==> src/rtl/load_store_unit.sv <==
// RV32I load/store front end for a word-only data memory: byte/halfword loads are
// extracted and extended, and sub-word stores are done as read-modify-write.
module load_store_unit #(
    parameter bit RMW_EN = 1'b1
) (
    input  logic        clk,
    input  logic        rst_n,
    input  logic        req_valid,
    input  logic        req_store,
    input  logic [2:0]  req_funct3,
    input  logic [31:0] req_addr,
    input  logic [31:0] req_wdata,
    output logic        req_ready,
    output logic        done,
    output logic        err,
    output logic [31:0] load_data,
    output logic [31:0] mem_addr,
    output logic        mem_read,
    output logic        mem_write,
    output logic [31:0] mem_wdata,
    input  logic [31:0] mem_rdata
);

    typedef enum logic [2:0] {IDLE, RD, CAP, WR, FIN} state_t;

    state_t      state_q, state_d;
    logic [31:0] addr_q, addr_d;
    logic [2:0]  f3_q, f3_d;
    logic        store_q, store_d;
    logic [31:0] wdata_q, wdata_d;
    logic        err_q, err_d;
    logic [31:0] load_data_q, load_data_d;
    logic [31:0] mem_wdata_q, mem_wdata_d;

    // Misaligned address or unsupported funct3 for the given direction.
    function automatic logic is_bad(input logic st, input logic [2:0] f3, input logic [1:0] off);
        logic bad;
        case ({st, f3})
            4'b0_000, 4'b0_100: bad = 1'b0;
            4'b0_001, 4'b0_101: bad = off[0];
            4'b1_000:           bad = !RMW_EN;
            4'b1_001:           bad = off[0] || !RMW_EN;
            4'b0_010, 4'b1_010: bad = (off != 2'b00);
            default:            bad = 1'b1;
        endcase
        return bad;
    endfunction

    function automatic logic [31:0] extract(input logic [31:0] word, input logic [2:0] f3,
                                            input logic [1:0] off);
        logic [7:0]  b;
        logic [15:0] h;
        logic [31:0] res;
        case (off)
            2'd0:    b = word[7:0];
            2'd1:    b = word[15:8];
            2'd2:    b = word[23:16];
            default: b = word[31:24];
        endcase
        h = off[1] ? word[31:16] : word[15:0];
        case (f3)
            3'b000:  res = {{24{b[7]}}, b};
            3'b100:  res = {24'h0, b};
            3'b001:  res = {{16{h[15]}}, h};
            3'b101:  res = {16'h0, h};
            default: res = word;
        endcase
        return res;
    endfunction

    // Only the addressed lane changes; everything else keeps the word just read.
    function automatic logic [31:0] merge(input logic [31:0] word, input logic [31:0] nd,
                                          input logic [2:0] f3, input logic [1:0] off);
        logic [31:0] res;
        res = word;
        if (f3[0]) begin
            if (off[1]) res[31:16] = nd[15:0];
            else        res[15:0]  = nd[15:0];
        end else begin
            case (off)
                2'd0:    res[7:0]   = nd[7:0];
                2'd1:    res[15:8]  = nd[7:0];
                2'd2:    res[23:16] = nd[7:0];
                default: res[31:24] = nd[7:0];
            endcase
        end
        return res;
    endfunction

    always_comb begin
        state_d     = state_q;
        addr_d      = addr_q;
        f3_d        = f3_q;
        store_d     = store_q;
        wdata_d     = wdata_q;
        err_d       = err_q;
        load_data_d = load_data_q;
        mem_wdata_d = mem_wdata_q;
        case (state_q)
            IDLE: begin
                if (req_valid) begin
                    addr_d  = req_addr;
                    f3_d    = req_funct3;
                    store_d = req_store;
                    wdata_d = req_wdata;
                    err_d   = is_bad(req_store, req_funct3, req_addr[1:0]);
                    if (err_d) begin
                        state_d = FIN;
                    end else if (req_store && req_funct3 == 3'b010) begin
                        mem_wdata_d = req_wdata;
                        state_d     = WR;
                    end else begin
                        state_d = RD;
                    end
                end
            end
            RD:  state_d = CAP;
            CAP: begin
                if (store_q) begin
                    mem_wdata_d = merge(mem_rdata, wdata_q, f3_q, addr_q[1:0]);
                    state_d     = WR;
                end else begin
                    load_data_d = extract(mem_rdata, f3_q, addr_q[1:0]);
                    state_d     = FIN;
                end
            end
            WR:      state_d = FIN;
            FIN:     state_d = IDLE;
            default: state_d = IDLE;
        endcase
    end

    always_ff @(posedge clk or negedge rst_n) begin
        if (!rst_n) begin
            state_q     <= IDLE;
            addr_q      <= '0;
            f3_q        <= '0;
            store_q     <= 1'b0;
            wdata_q     <= '0;
            err_q       <= 1'b0;
            load_data_q <= '0;
            mem_wdata_q <= '0;
        end else begin
            state_q     <= state_d;
            addr_q      <= addr_d;
            f3_q        <= f3_d;
            store_q     <= store_d;
            wdata_q     <= wdata_d;
            err_q       <= err_d;
            load_data_q <= load_data_d;
            mem_wdata_q <= mem_wdata_d;
        end
    end

    // Strobes decode straight from state so an asynchronous reset kills them at once.
    assign req_ready = (state_q == IDLE);
    assign done      = (state_q == FIN);
    assign err       = (state_q == FIN) && err_q;
    assign mem_read  = (state_q == RD);
    assign mem_write = (state_q == WR);
    assign mem_addr  = {addr_q[31:2], 2'b00};
    assign mem_wdata = mem_wdata_q;
    assign load_data = load_data_q;

endmodule

==> config.mk <==
export PLATFORM = sky130hd
export DESIGN_NAME = load_store_unit
export DESIGN_NICKNAME = d
export VERILOG_FILES = /design/src/rtl/load_store_unit.sv
export SDC_FILE = /design/constraint.sdc
export NUM_CORES = 1
export LEC_CHECK = 0
export CORE_AREA = 3 3 120 122
export CTS_BUF_LIST = sky130_fd_sc_hd__clkbuf_4
export DETAILED_ROUTE_END_ITERATION = 7
export DIE_AREA = 0 0 123 125
export GPL_TIMING_DRIVEN = 0
export PLACE_DENSITY = 0.86
export SLEW_MARGIN = 40
export SYNTH_ARGS = -nofsm -noshare
export SYNTH_HDL_FRONTEND = slang
export SYNTH_SLANG_ARGS = --single-unit
==> constraint.sdc <==
create_clock -name clk -period 2.3 [get_ports clk]
set_input_delay 0.23 -clock clk [delete_from_list [all_inputs] [get_ports clk]]
set_output_delay 0.23 -clock clk [all_outputs]
set_load 0.02 [all_outputs]
==> summary.md <==
• **critical-path maximum fanout** 10
• **flop-to-flop setup slack** 0.15 ns
• **fraction of synthesis flops using an asynchronous set or reset pin** 100%
• **Min-Delay Path Class** primary input to asynchronous set/reset pin
• **TritonCTS clock tree** done
• **kind of critical path** register to register
• **adder-cell share of the synthesized area** 0%
• **Compound-Gate Fraction of Synth Area** 17.3%
• **top area cells in the synthesized netlist** sky130_fd_sc_hd__dfrtp_1 47%, sky130_fd_sc_hd__nand2_1 13%, sky130_fd_sc_hd__buf_4 3.9%, sky130_fd_sc_hd__nand3_1 3.8%, sky130_fd_sc_hd__o221a_2 2.8%
• **number of buffers inserted during clock tree synthesis** 17
• **worst clock skew on the final layout** 0.0153 ns
• **smallest hold slack** 0.182 ns
• **share of Yosys cell area claimed by the top area cell type** 46.9%
• **leakage power summed over all cells** 0.00396 uW
• **Max Cap Violations** 0
• **largest net degree at the start of global routing** 71
• **Relative slew margins** 55.8%
• **count of vias placed by the detailed router** 6357
• **largest area contributor in the netlist** sky130_fd_sc_hd__dfrtp_1
• **distinct cell type count of the synthesized netlist** 44
• **filler instances** 1082
• **Internal Pwr Total** 7120 uW
• **critical path capture point type** register
• **number of enable flip-flop cells after synthesis** 0
• **cell area after technology mapping** 0.00640 mm2
• **Detail Placement HPWL** 15700 um
• **number of setup violations in the final report** 0
• **multi-input logic area** 0.00290 mm2
• **total grt overflow** 0
• **post-DR wirelength/cell** 17.8 um
• **areal power density over the cells** 1380 mW/mm2
• **horizontal die dimension** 123 um
• **portion of total power attributed to combinational logic** 55.3%
• **xor-xnor portion of the synthesized cell area** 0%
• **detailed-route wire length** 20600 um
• **max frequency** 465 MHz
• **core area** 0.0133 mm2
• **gp weighted congestion** 0.947
• **number of placed instances, taps included** 1123
• **share of layout cells above drive strength 1** 12.6%
• **cell types with the highest counts after synthesis** 229 x sky130_fd_sc_hd__nand2_1, 120 x sky130_fd_sc_hd__dfrtp_1, 48 x sky130_fd_sc_hd__nand3_1, 33 x sky130_fd_sc_hd__buf_4, 31 x sky130_fd_sc_hd__clkbuf_1
• **critical path data arrival time** 2.53 ns
• **layout overhead on the synthesized area** 40.9%
• **critical path launch point type** register
• **Post-Syn Instances** 744
• **antenna violations before repair** 1
• **data required time of the critical path** 2.68 ns
• **area of all sequential standard cells** 0.00300 mm2
• **CTS H-Tree Depth** 4
• **share of power burned in the clock network** 14.3%
• **Avg Vias per Cell** 5.49
• **# nets final** 1070
• **clock latency on the worst-skew pair** 0.54 ns
• **vertical extent of the die** 125 um
• **final number of hold-violating endpoints** 0
• **maximum ir drop on the vdd rail** 0.000682 V
• **flip-flop and latch count after synthesis** 120
• **result of the run** completed
• **portion of the post-synthesis area used by sequential elements** 46.9%
• **simple-gate share of the synthesized area** 26.1%
• **Die ar.** 0.0154 mm2
• **Bufs on Longest Clock Path** 2
• **total track usage** 26.7%
• **clock root cell** sky130_fd_sc_hd__clkbuf_4
• **clk slew on worst S/H paths** 0.11 ns
• **Syn Area/Cell** 8.61 um2
• **Least-Margin Pin Slew** 0.663 ns
• **switching power total** 5290 uW
• **row count** 42
• **vias in the first global route** 5982
• **first-pass GRT wire length** 32000 um
• **multiplexer share of the synthesized area** 1.72%
• **capture point of the worst reg-to-reg path** load_data[12]
• **Primary FF master, synth** sky130_fd_sc_hd__dfrtp_1
• **Post-CTS Setup Repair Bufs** 0
• **dominant combinational cell family by area after synthesis** simple AND/OR/NAND/NOR gates
• **unrepaired setup endpoints after global routing** no
• **number of cell instances on the worst register-to-register path** 4
• **post-route DRC violation count** 0
• **dominant cell by count in the synthesized netlist** sky130_fd_sc_hd__nand2_1
• **total of warnings raised by yosys** 0
• **shortest clock period the worst path allows after layout** 2.15 ns
• **proportion of total power due to net switching** 42.6%
• **starting density of the core** 48.2%
• **boundary pin count** 204
• **R2R Path Start** state_q[0]
• **number of clock sinks seen by CTS** 120
• **antenna-violating nets left** 0
• **sequential share of power** 30.4%
• **Port Buf Inserts** 201
• **post-layout instance count excluding filler cells** 1157
• **PnR Total Power** 12400 uW
• **max-slew violations** 0
• **first-pass iteration count of the detailed router** 5
• **portion of the clock cycle consumed by the worst path in the final layout** 93.4%
• **1st-iter DRT viols** 548
[cells by family (layout without fill, tap and decap cells)]
family                 count (synthesis)  count (layout)
AND/OR/NAND/NOR                      367             367
AO/OA/AOI/OAI                        154             154
flip-flops                           120             120
buffers and inverters                 92             327
multiplexers                          10              10
other                                  1               3
[how the worst max path moves through the flow]
stage	from	to	depth (start not counted)	slack, ns
finish	state_q[0]	load_data[12]	4	0.15
global route	state_q[0]	err	4	0.05
CTS	state_q[2]	mem_write	3	0.03
detailed placement	req_funct3[0]	mem_wdata[13]	5	0.07
global placement	rst_n	addr_q[15]	1	-3.68
floorplan	state_q[0]	mem_wdata[13]	5	0.51
[per-layer routing]
layer	global-route usage [%]	share of wire (%)	up-vias
li1	-	-	3004
met1	36.9	41	3002
met2	41.7	47	312
met3	6.41	9.6	39
met4	8.21	2.0	0
met5	0	0	-
[power groups by stage]
stage / sequential, uW / clock (uW) / combinational, uW
global placement: 3770 / 0 / 6740
CTS: 3760 / 1800 / 6860
floorplan: 4270 / 0 / 3550
finish: 3770 / 1770 / 6860
detailed placement: 3800 / 0 / 6850
global route: 3890 / 1900 / 7420
[layout make-up]
class,count,share of cell area (%)
sequential,120,33.3
multi-input combinational,533,32.1
timing repair buffer,203,22.8
buffer,89,5.51
tap,176,2.44
clock inverter,15,2.30
clock buffer,17,1.42
inverter,3,0.125
antenna,1,0.0277
[flip-flops by register name, summed over array words and instances (netlist names)]
| name | flops |
|---|---|
| wdata_q | 16 |
| state_q | 3 |
| load_data | 32 |
| err_q | 1 |
| addr_q | 32 |
| f3_q | 3 |
| mem_wdata | 32 |
| store_q | 1 |
[stage by stage]
step	setup WS (ns)	utilization [%]	instance area, um2	TNS [ns]
after CTS	0.0269	67.8	9010	0
after detailed placement	0.0717	65.2	8670	0
after global routing	0.0487	67.8	9020	0
after global placement	-3.68	65.0	8640	-440.91
final	0.152	67.8	9020	0
after floorplan	0.512	-	6410	0
[cell usage in the layout (no fill, tap or decap), types with 2 or more instances in the layout]
cell	n
sky130_fd_sc_hd__nand2_1	229
sky130_fd_sc_hd__clkdlybuf4s50_1	195
sky130_fd_sc_hd__dfrtp_1	120
sky130_fd_sc_hd__nand3_1	48
sky130_fd_sc_hd__buf_4	33
sky130_fd_sc_hd__clkbuf_1	31
sky130_fd_sc_hd__nor2_1	28
sky130_fd_sc_hd__a21oi_1	24
sky130_fd_sc_hd__o21ai_0	24
sky130_fd_sc_hd__buf_2	22
sky130_fd_sc_hd__nor2b_1	22
sky130_fd_sc_hd__clkbuf_4	18
sky130_fd_sc_hd__a31oi_1	18
sky130_fd_sc_hd__a211oi_1	17
sky130_fd_sc_hd__o2111ai_1	16
sky130_fd_sc_hd__o221a_2	16
sky130_fd_sc_hd__o31ai_1	16
sky130_fd_sc_hd__nor3b_1	10
sky130_fd_sc_hd__mux2_2	8
sky130_fd_sc_hd__a21boi_0	8
sky130_fd_sc_hd__a211o_1	5
sky130_fd_sc_hd__o22ai_1	5
sky130_fd_sc_hd__nand3b_1	5
sky130_fd_sc_hd__bufinv_16	5
sky130_fd_sc_hd__and3b_1	4
sky130_fd_sc_hd__dlygate4sd2_1	4
sky130_fd_sc_hd__and2_1	3
sky130_fd_sc_hd__or2_2	3
sky130_fd_sc_hd__inv_1	3
sky130_fd_sc_hd__or3_1	3
sky130_fd_sc_hd__clkinvlp_4	3
sky130_fd_sc_hd__clkinv_1	3
sky130_fd_sc_hd__clkinv_2	3
sky130_fd_sc_hd__and3_1	2
sky130_fd_sc_hd__mux2i_1	2
sky130_fd_sc_hd__nand2b_1	2
sky130_fd_sc_hd__o22a_1	2
sky130_fd_sc_hd__conb_1	2
[worst max-delay path, stage by stage, from the launching register on]
cell	delay, ns
sky130_fd_sc_hd__dfrtp_1	0.43
sky130_fd_sc_hd__nor4b_4	0.63
sky130_fd_sc_hd__nand2b_2	0.20
sky130_fd_sc_hd__a21oi_1	0.56
sky130_fd_sc_hd__a211oi_1	0.16
[what timing repair did]
| item | in CTS | in global routing |
|---|---|---|
| endpoints found under the hold margin | 120 | 0 |
| setup endpoints to repair | 4 | 1 |
| hold buffers | 1 | 0 |
| resized for setup | 4 | 2 |
No activity file was read; power rests on OpenSTA's default activity.
